--- src/rtl/pw_utmi_tx.sv ---
// UTMI transmit engine: sends a buffered USB packet (PID + payload) over the
// UTMI TxValid/TxReady handshake, optionally appending the USB CRC16.
module pw_utmi_tx #(
    parameter int unsigned pBUF_BYTES = 64,
    parameter int unsigned pSETTLE    = 4,
    parameter int unsigned pTIMEOUT   = 1023
) (
    input  logic       fe_clk,
    input  logic       reset_n,
    input  logic       I_buf_wr,
    input  logic [5:0] I_buf_addr,
    input  logic [7:0] I_buf_data,
    input  logic [6:0] I_len,
    input  logic       I_crc_en,
    input  logic       I_start,
    input  logic       I_abort,
    input  logic       I_txready,
    output logic       O_txvalid,
    output logic [7:0] O_data,
    output logic       O_drive,
    output logic       O_busy,
    output logic       O_done,
    output logic [1:0] O_error
);

    typedef enum logic [2:0] {
        StIdle,
        StSettle,
        StData,
        StCrcLo,
        StCrcHi,
        StFinish
    } state_t;

    localparam logic [1:0] ErrOk      = 2'd0;
    localparam logic [1:0] ErrLen     = 2'd1;
    localparam logic [1:0] ErrTimeout = 2'd2;
    localparam logic [1:0] ErrAbort   = 2'd3;

    state_t      state_q;
    logic [7:0]  buf_mem [pBUF_BYTES];
    logic [6:0]  len_q;
    logic        crc_en_q;
    logic [5:0]  byte_idx_q;
    logic [15:0] settle_cnt_q;
    logic [15:0] wait_cnt_q;
    logic [15:0] crc_q;

    logic        len_ok;
    logic        consume;
    logic        last_byte;
    logic        wait_expired;
    logic [15:0] crc_next;

    // One byte of the reflected USB CRC16 (poly 0xA001), LSB first.
    function automatic logic [15:0] crc16_byte(input logic [15:0] crc, input logic [7:0] data);
        logic [15:0] c;
        c = crc;
        for (int i = 0; i < 8; i++) begin
            if (c[0] ^ data[i]) begin
                c = (c >> 1) ^ 16'hA001;
            end else begin
                c = c >> 1;
            end
        end
        return c;
    endfunction

    // Handshake and bookkeeping decodes shared by the sending states.
    always_comb begin
        len_ok       = (I_len != 7'd0) && (32'(I_len) <= pBUF_BYTES);
        consume      = O_txvalid & I_txready;
        last_byte    = ({1'b0, byte_idx_q} == (len_q - 7'd1));
        wait_expired = (wait_cnt_q == 16'(pTIMEOUT - 1));
        // PID (index 0) is excluded from the CRC.
        crc_next     = (byte_idx_q != 6'd0) ? crc16_byte(crc_q, O_data) : crc_q;
    end

    // Packet buffer: writable only while idle; contents are not reset.
    always_ff @(posedge fe_clk) begin
        if (I_buf_wr && (state_q == StIdle)) begin
            buf_mem[I_buf_addr] <= I_buf_data;
        end
    end

    // Transmit FSM with registered outputs.
    always_ff @(posedge fe_clk) begin
        if (!reset_n) begin
            state_q      <= StIdle;
            len_q        <= 7'd0;
            crc_en_q     <= 1'b0;
            byte_idx_q   <= 6'd0;
            settle_cnt_q <= 16'd0;
            wait_cnt_q   <= 16'd0;
            crc_q        <= 16'd0;
            O_txvalid    <= 1'b0;
            O_data       <= 8'h00;
            O_drive      <= 1'b0;
            O_busy       <= 1'b0;
            O_done       <= 1'b0;
            O_error      <= ErrOk;
        end else begin
            O_done <= 1'b0;
            // Abort wins over any byte consumption on the same edge.
            if (I_abort && O_busy) begin
                state_q   <= StFinish;
                O_txvalid <= 1'b0;
                O_drive   <= 1'b0;
                O_busy    <= 1'b0;
                O_done    <= 1'b1;
                O_error   <= ErrAbort;
            end else begin
                case (state_q)
                    StIdle: begin
                        if (I_start) begin
                            if (len_ok) begin
                                len_q        <= I_len;
                                crc_en_q     <= I_crc_en;
                                settle_cnt_q <= 16'd0;
                                O_busy       <= 1'b1;
                                O_drive      <= 1'b1;
                                O_error      <= ErrOk;
                                state_q      <= StSettle;
                            end else begin
                                O_error <= ErrLen;
                                O_done  <= 1'b1;
                            end
                        end
                    end
                    StSettle: begin
                        if (settle_cnt_q == 16'(pSETTLE - 1)) begin
                            state_q    <= StData;
                            O_txvalid  <= 1'b1;
                            O_data     <= buf_mem[0];
                            byte_idx_q <= 6'd0;
                            wait_cnt_q <= 16'd0;
                            crc_q      <= 16'hFFFF;
                        end else begin
                            settle_cnt_q <= settle_cnt_q + 16'd1;
                        end
                    end
                    StData: begin
                        if (consume) begin
                            wait_cnt_q <= 16'd0;
                            crc_q      <= crc_next;
                            if (!last_byte) begin
                                byte_idx_q <= byte_idx_q + 6'd1;
                                O_data     <= buf_mem[byte_idx_q + 6'd1];
                            end else if (crc_en_q) begin
                                state_q <= StCrcLo;
                                O_data  <= ~crc_next[7:0];
                            end else begin
                                state_q   <= StFinish;
                                O_txvalid <= 1'b0;
                                O_drive   <= 1'b0;
                                O_busy    <= 1'b0;
                                O_done    <= 1'b1;
                            end
                        end else if (wait_expired) begin
                            state_q   <= StFinish;
                            O_txvalid <= 1'b0;
                            O_drive   <= 1'b0;
                            O_busy    <= 1'b0;
                            O_done    <= 1'b1;
                            O_error   <= ErrTimeout;
                        end else begin
                            wait_cnt_q <= wait_cnt_q + 16'd1;
                        end
                    end
                    StCrcLo: begin
                        if (consume) begin
                            wait_cnt_q <= 16'd0;
                            state_q    <= StCrcHi;
                            O_data     <= ~crc_q[15:8];
                        end else if (wait_expired) begin
                            state_q   <= StFinish;
                            O_txvalid <= 1'b0;
                            O_drive   <= 1'b0;
                            O_busy    <= 1'b0;
                            O_done    <= 1'b1;
                            O_error   <= ErrTimeout;
                        end else begin
                            wait_cnt_q <= wait_cnt_q + 16'd1;
                        end
                    end
                    StCrcHi: begin
                        if (consume || wait_expired) begin
                            state_q    <= StFinish;
                            wait_cnt_q <= 16'd0;
                            O_txvalid  <= 1'b0;
                            O_drive    <= 1'b0;
                            O_busy     <= 1'b0;
                            O_done     <= 1'b1;
                            if (!consume) begin
                                O_error <= ErrTimeout;
                            end
                        end else begin
                            wait_cnt_q <= wait_cnt_q + 16'd1;
                        end
                    end
                    StFinish: begin
                        state_q <= StIdle;
                    end
                    default: begin
                        state_q <= StIdle;
                    end
                endcase
            end
        end
    end

endmodule

--- config.mk ---
export PLATFORM = sky130hd
export DESIGN_NAME = pw_utmi_tx
export DESIGN_NICKNAME = d
export VERILOG_FILES = /design/src/rtl/pw_utmi_tx.sv
export SDC_FILE = /design/constraint.sdc
export NUM_CORES = 1
export LEC_CHECK = 0
export CAP_MARGIN = 5
export CELL_PAD_IN_SITES_DETAIL_PLACEMENT = 1
export CELL_PAD_IN_SITES_GLOBAL_PLACEMENT = 1
export CORE_MARGIN = 1
export CORE_UTILIZATION = 55
export CTS_BUF_LIST = sky130_fd_sc_hd__clkbuf_16
export DETAILED_ROUTE_END_ITERATION = 7
export DONT_BUFFER_PORTS = 1
export PLACE_DENSITY = 0.78
export SLEW_MARGIN = 40
export SYNTH_ARGS = -nofsm -noshare
export SYNTH_HDL_FRONTEND = slang
export SYNTH_SLANG_ARGS = --single-unit
export TNS_END_PERCENT = 30
--- constraint.sdc ---
create_clock -name fe_clk -period 4.6 [get_ports fe_clk]
set_clock_uncertainty 0.1 [all_clocks]
set_input_delay 0.92 -clock fe_clk [delete_from_list [all_inputs] [get_ports fe_clk]]
set_output_delay 0.92 -clock fe_clk [all_outputs]
set_load 0.01 [all_outputs]
==> results_dict.tcl, run 1 <==
set metrics [dict create \
    drt-vias-per-instance 6.41 \
    critPathRequiredTime_ns 4.98 \
    avgSynthCellArea_um2 17.9 \
    p_clk_share_pct 41.4 \
    post_cts_buffers 0 \
    r2r_slack_ns 0.92 \
    irDropWorstVdd_mv 0.374 \
    yosysTopAreaCellShare_pct 63.4 \
    grt_pass1_vias 13500 \
    setup_viol 0 \
    hold_class "input pin to flop" \
    crit_start "byte_idx_q[0]" \
    drt_iter0_drc 1254 \
    grt_pass1_wl_mm 87.1 \
    grt_antenna_before_repair 0 \
    initial_utilization_pct 56.0 \
    synth_flop_cell "edfxtp_1" \
    synth_edf_count 512 \
    power.share.combinational_pct 9.2 \
    cp_max_fo 54 \
    power_density_nw_per_um2 457 \
    hold_slack_ns 0.286 \
    clock_sinks 591 \
    tns_ns 0 \
    multi_input_area_um2 6990 \
    cts_max_level 2 \
    hold_buffers 0 \
    slew_headroom_pct 39.5 \
    cts_buffers 58 \
    endpoint_kind "flop" \
    hold_viol 0 \
    seq_area_frac_synth_pct 70.0 \
    crit_path_frequent_cell "mux4_2" \
    cts_root_buf "clkbuf_16" \
    netlist_top_cells_count "512 x edfxtp_1, 162 x mux4_2, 133 x nor2_1, 79 x dfxtp_1, 49 x nand2_1" \
    timing.fmax_mhz 271 \
    die_area_um2 44900 \
    min_period_ns 3.68 \
    wire_per_inst_um 28.9 \
    synth_fp_nets 1389 \
    cts.clk_slew.worst_paths_ns 0.06 \
    portBuffers 0 \
    r2r-start "byte_idx_q[0]" \
    dp_hpwl_mm 35.6 \
    power_frac_seq_pct 49.4 \
    cts.path.max_buffers 3 \
    track_usage_pct 26.7 \
    cp_slowest_cell "mux4_2" \
    cts_tree "done" \
    drc 0 \
    drtPass1Iterations 6 \
    max-cap-violations 0 \
    path_class "flop to flop" \
    drive_gt1_share_pct 25.2 \
    synthesis.area_um2 24200 \
    ys_seq_elements 591 \
    die_x_um 212 \
    drv_slew 0 \
    fillers 3666 \
    die_h_um 212 \
    worst_ep_arrival_time_ns 4.06 \
    postCtsResizedCells 0 \
    min_period_over_period_pct 80.1 \
    core_um2 43300 \
    synth_most_common_cell "edfxtp_1" \
    crit_chain "buf_12 > buf_16 > buf_16 > mux4_2 > mux4_2 > mux4_2 > o211ai_1 > a31oi_1" \
    outcome "finished, final reports clean" \
    p_leak_uw 0.00825 \
    yosysWarnings 0 \
    min_from "I_buf_data[0]" \
    grt_max_degree 65 \
    rows 76 \
    final-seq-area_um2 17000 \
    ys_types 68 \
    p_switching_uw 2930 \
    syn_inst 1355 \
    yosys.area.top_type "edfxtp_1" \
    drt-total-wl_mm 57.7 \
    synth_area_leaders "edfxtp_1 63%, mux4_2 15%, dfxtp_1 6.5%" \
    swShare_pct 23.7 \
    n_antenna_cell 0 \
    start_kind "flop" \
    grt.overflow.total 0 \
    boundaryPins 42 \
    tightest_slew_ns 0.904 \
    area_growth_pct 11.7 \
    nets 1396 \
    rsz0062_at_grt "false" \
    intPower_uw 9450 \
    async_reset_ff_share_pct 0 \
    vias 12800 \
    ant_nets 0 \
    clock_latency_ns 0.63 \
    place_congestion 0.792 \
    max_stage_delay_ns 0.61 \
]
-- power groups by stage --
stage | Sequential [uW] | Combinational [uW] | Clock (uW)
after global routing | 6130 | 1250 | 5330
after global placement | 6220 | 1090 | 0
after CTS | 6110 | 1130 | 5170
after floorplan | 6150 | 915 | 0
final | 6110 | 1140 | 5120
after detailed placement | 6230 | 1120 | 0
-- final timing paths --
check	end	cells after the start
worst max-delay path	O_data[7]	8
worst min-delay path	buf_mem[32][0]	0
worst max register to register	O_data[7]	8
worst min register to register	settle_cnt_q[15]	2
-- critical path, delay by kind of cell, from the launching register on --
family | cells | cell delay (ns)
buf+inv | 3 | 0.98
mux | 3 | 1.62
flops | 1 | 0.52
compound gates | 2 | 0.24
-- routing by layer --
layer / GRT usage, % / share of wire [%] / vias up
met5: 0 / 0 / -
met4: 7.80 / 2.3 / 0
met3: 4.26 / 6.0 / 86
met2: 44.4 / 50 / 448
met1: 36.9 / 42 / 6808
li1: - / - / 5452
-- stage by stage --
step	utilization, %	worst slack (ns)	area [um^2]	power (uW)	instances
floorplan	-	0.983	24200	7070	1355
global placement	57.3	1.05	24800	7310	1884
detailed placement	57.6	0.848	24900	7350	1886
CTS	62.4	0.830	27000	12400	1996
global route	62.6	0.665	27100	12700	1997
finish	62.6	0.916	27100	12400	1997
-- area by class of cell --
type | count | area share, %
tap | 585 | 2.70
clock buffer | 59 | 5.45
inverter | 22 | 0.305
sequential | 591 | 62.7
clock inverter | 51 | 2.19
multi-input combinational | 673 | 25.8
timing repair buffer | 16 | 0.883
-- sequential cells by signal, summed over array words and instances, names as in the netlist --
name / count
buf_mem: 512
crc_q: 16
settle_cnt_q: 16
wait_cnt_q: 16
O_data: 8
len_q: 7
byte_idx_q: 6
state_q: 3
O_error: 2
O_busy: 1
O_done: 1
O_drive: 1
O_txvalid: 1
crc_en_q: 1
-- placed cells by master (no fill, tap or decap), types with 18 or more instances in the layout --
master	Yosys	routed
nand2_1	49	49
nand3_1	24	24
inv_1	21	30
xnor2_1	41	41
clkbuf_16	0	59
edfxtp_1	512	512
nor2_1	133	82
o21ai_0	28	28
a21oi_1	18	18
nor3_1	20	20
mux4_2	162	162
dfxtp_1	79	78
nor2_2	0	51
-- cell families after synthesis --
kind of cell	share of synthesized area, %
compound gates	3.53
xor+xnor	2.32
buf+inv	1.89
mux	16.0
flops	70.0
simple gates	6.01
fa+ha+maj	0.310
Note: power is estimated with default switching activity, not from simulation.
==> inputs of run 2 (changes only) <==
--- a/config.mk
+++ b/config.mk
@@ -9,11 +9,11 @@
 export CELL_PAD_IN_SITES_DETAIL_PLACEMENT = 1
 export CELL_PAD_IN_SITES_GLOBAL_PLACEMENT = 1
 export CORE_MARGIN = 1
-export CORE_UTILIZATION = 55
+export CORE_UTILIZATION = 50
 export CTS_BUF_LIST = sky130_fd_sc_hd__clkbuf_16
 export DETAILED_ROUTE_END_ITERATION = 7
 export DONT_BUFFER_PORTS = 1
-export PLACE_DENSITY = 0.78
+export PLACE_DENSITY = 0.75
 export SLEW_MARGIN = 40
 export SYNTH_ARGS = -nofsm -noshare
 export SYNTH_HDL_FRONTEND = slang
==> constraint.sdc (replaced) <==
create_clock -name fe_clk -period 3.09 [get_ports fe_clk]
set_clock_uncertainty 0.1 [all_clocks]
set_input_delay 0.618 -clock fe_clk [delete_from_list [all_inputs] [get_ports fe_clk]]
set_output_delay 0.618 -clock fe_clk [all_outputs]
set_load 0.01 [all_outputs]
==> results_dict.tcl, run 2 (synthesized netlist as in run 1, its figures left out) <==
set metrics [dict create \
    drc 0 \
    track_usage_pct 24.4 \
    clock_latency_ns 0.63 \
    portBuffers 0 \
    hold_class "input pin to flop" \
    slew_headroom_pct 55.0 \
    total_power_uw 18800 \
    placed_area_um2 25700 \
    ant_nets 0 \
    worst_ep_arrival_time_ns 3.52 \
    drt_iter0_drc 1078 \
    largest_register "buf_mem" \
    grt_antenna_before_repair 0 \
    max-cap-violations 0 \
    cts_buffers 59 \
    start_kind "flop" \
    stdcell_area_um2 28200 \
    drt-total-wl_mm 59.1 \
    p_leak_uw 0.00898 \
    drive_gt1_share_pct 27.9 \
    cts.path.max_buffers 3 \
    rows 80 \
    cts.clk_slew.worst_paths_ns 0.07 \
    hold_slack_ns 0.0308 \
    grt_pass1_vias 14200 \
    largest_reg_flops 512 \
    drtPass1Iterations 5 \
    wire_per_inst_um 27.5 \
    final_common_cell "edfxtp_1" \
    hold_viol 0 \
    cts_tree "done" \
    setup_viol 0 \
    boundaryPins 42 \
    critPathRequiredTime_ns 3.54 \
    die_h_um 222 \
    tightest_slew_ns 0.658 \
    nets 1519 \
    initial_utilization_pct 50.8 \
    n_antenna_cell 0 \
    dp_hpwl_mm 37.1 \
    die_x_um 222 \
    grt.overflow.total 0 \
    cts_root_buf "clkbuf_16" \
    min_period_over_period_pct 99.4 \
    clock_sinks 591 \
    place_congestion 0.828 \
    drv_slew 0 \
    die_area_um2 49400 \
    power_density_nw_per_um2 668 \
    min_period_ns 3.07 \
    grt_max_degree 65 \
    drt-vias-per-instance 6.13 \
    core_um2 47700 \
    path_class "flop to flop" \
    mostFrequentLayoutCells "512 x edfxtp_1, 162 x mux4_2, 133 x nor2_1" \
    rsz0062_at_grt "true" \
    timing.fmax_mhz 326 \
    endpoint_kind "flop" \
    vias 13200 \
    cts_max_level 2 \
    area_growth_pct 16.2 \
    outcome "finished, final reports clean" \
    irDropWorstVdd_mv 0.462 \
    cp_max_fo 8 \
    grt_pass1_wl_mm 89.2 \
]
==> run 2: what timing repair did <==
| item | 4_1_cts | 5_1_grt |
|---|---|---|
| setup buffers | 0 | 5 |
| gates resized for setup | 2 | 10 |
| pin swaps | 0 | 1 |
| hold buffers | 9 | 0 |
| hold endpoints to repair | 514 | 0 |
| endpoints found under the setup margin | 1 | 8 |
| gates cloned | 0 | 1 |
==> run 2: worst paths after layout <==
check | start | end | slack [ns] | cells after the start
max | len_q[1] | O_data[2] | 0.02 | 11
max reg2reg | len_q[1] | O_data[2] | 0.02 | 11
min reg2reg | wait_cnt_q[9] | wait_cnt_q[9] | 0.44 | 2
min | I_crc_en | crc_en_q | 0.03 | 2
==> run 2: cell type report <==
cell class,instances,area [um^2]
clock buffers,60,1500
clock inverters,52,609
fillers,4201,19600
inverters,22,85.1
multi-input cells,673,6890
flip-flops and latches,591,17000
well taps,615,769
repair buffers,138,1350
==> run 2: routing by layer <==
metal  vias up  track usage (%)  wire length (um)
met5         -                0                 0
met2       419             41.7             29900
met3        87             4.05              3330
met1      6978             32.4             24400
li1       5699                -                 -
met4         0             6.94              1430
==> run 2: where the power goes <==
group          total (uW)  internal, uW  switching [uW]
logic                2000           844            1160
clock network        7740          4620            3120
registers            9070          8850             226
==> run 2: critical path: stages (launching register included) <==
cell and delay (ns):
dfxtp_1 0.45, inv_1 0.07, ha_1 0.27, or3_1 0.38
a221o_1 0.32, o311a_1 0.23, buf_4 0.21, buf_4 0.17
nor4_1 0.38, a2111oi_2 0.11, buf_4 0.17, o22ai_1 0.12
==> run 2: per-stage QoR <==
step	cells	setup WS, ns	util, %	setup TNS (ns)
floorplan	1355	-0.0168	-	-0.0168
global placement	2024	0.0920	53.9	0
detailed placement	2024	0.0259	53.9	0
CTS	2145	0.00517	58.8	0
global route	2151	-0.102	59.0	-0.271
finish	2151	0.0188	59.0	0
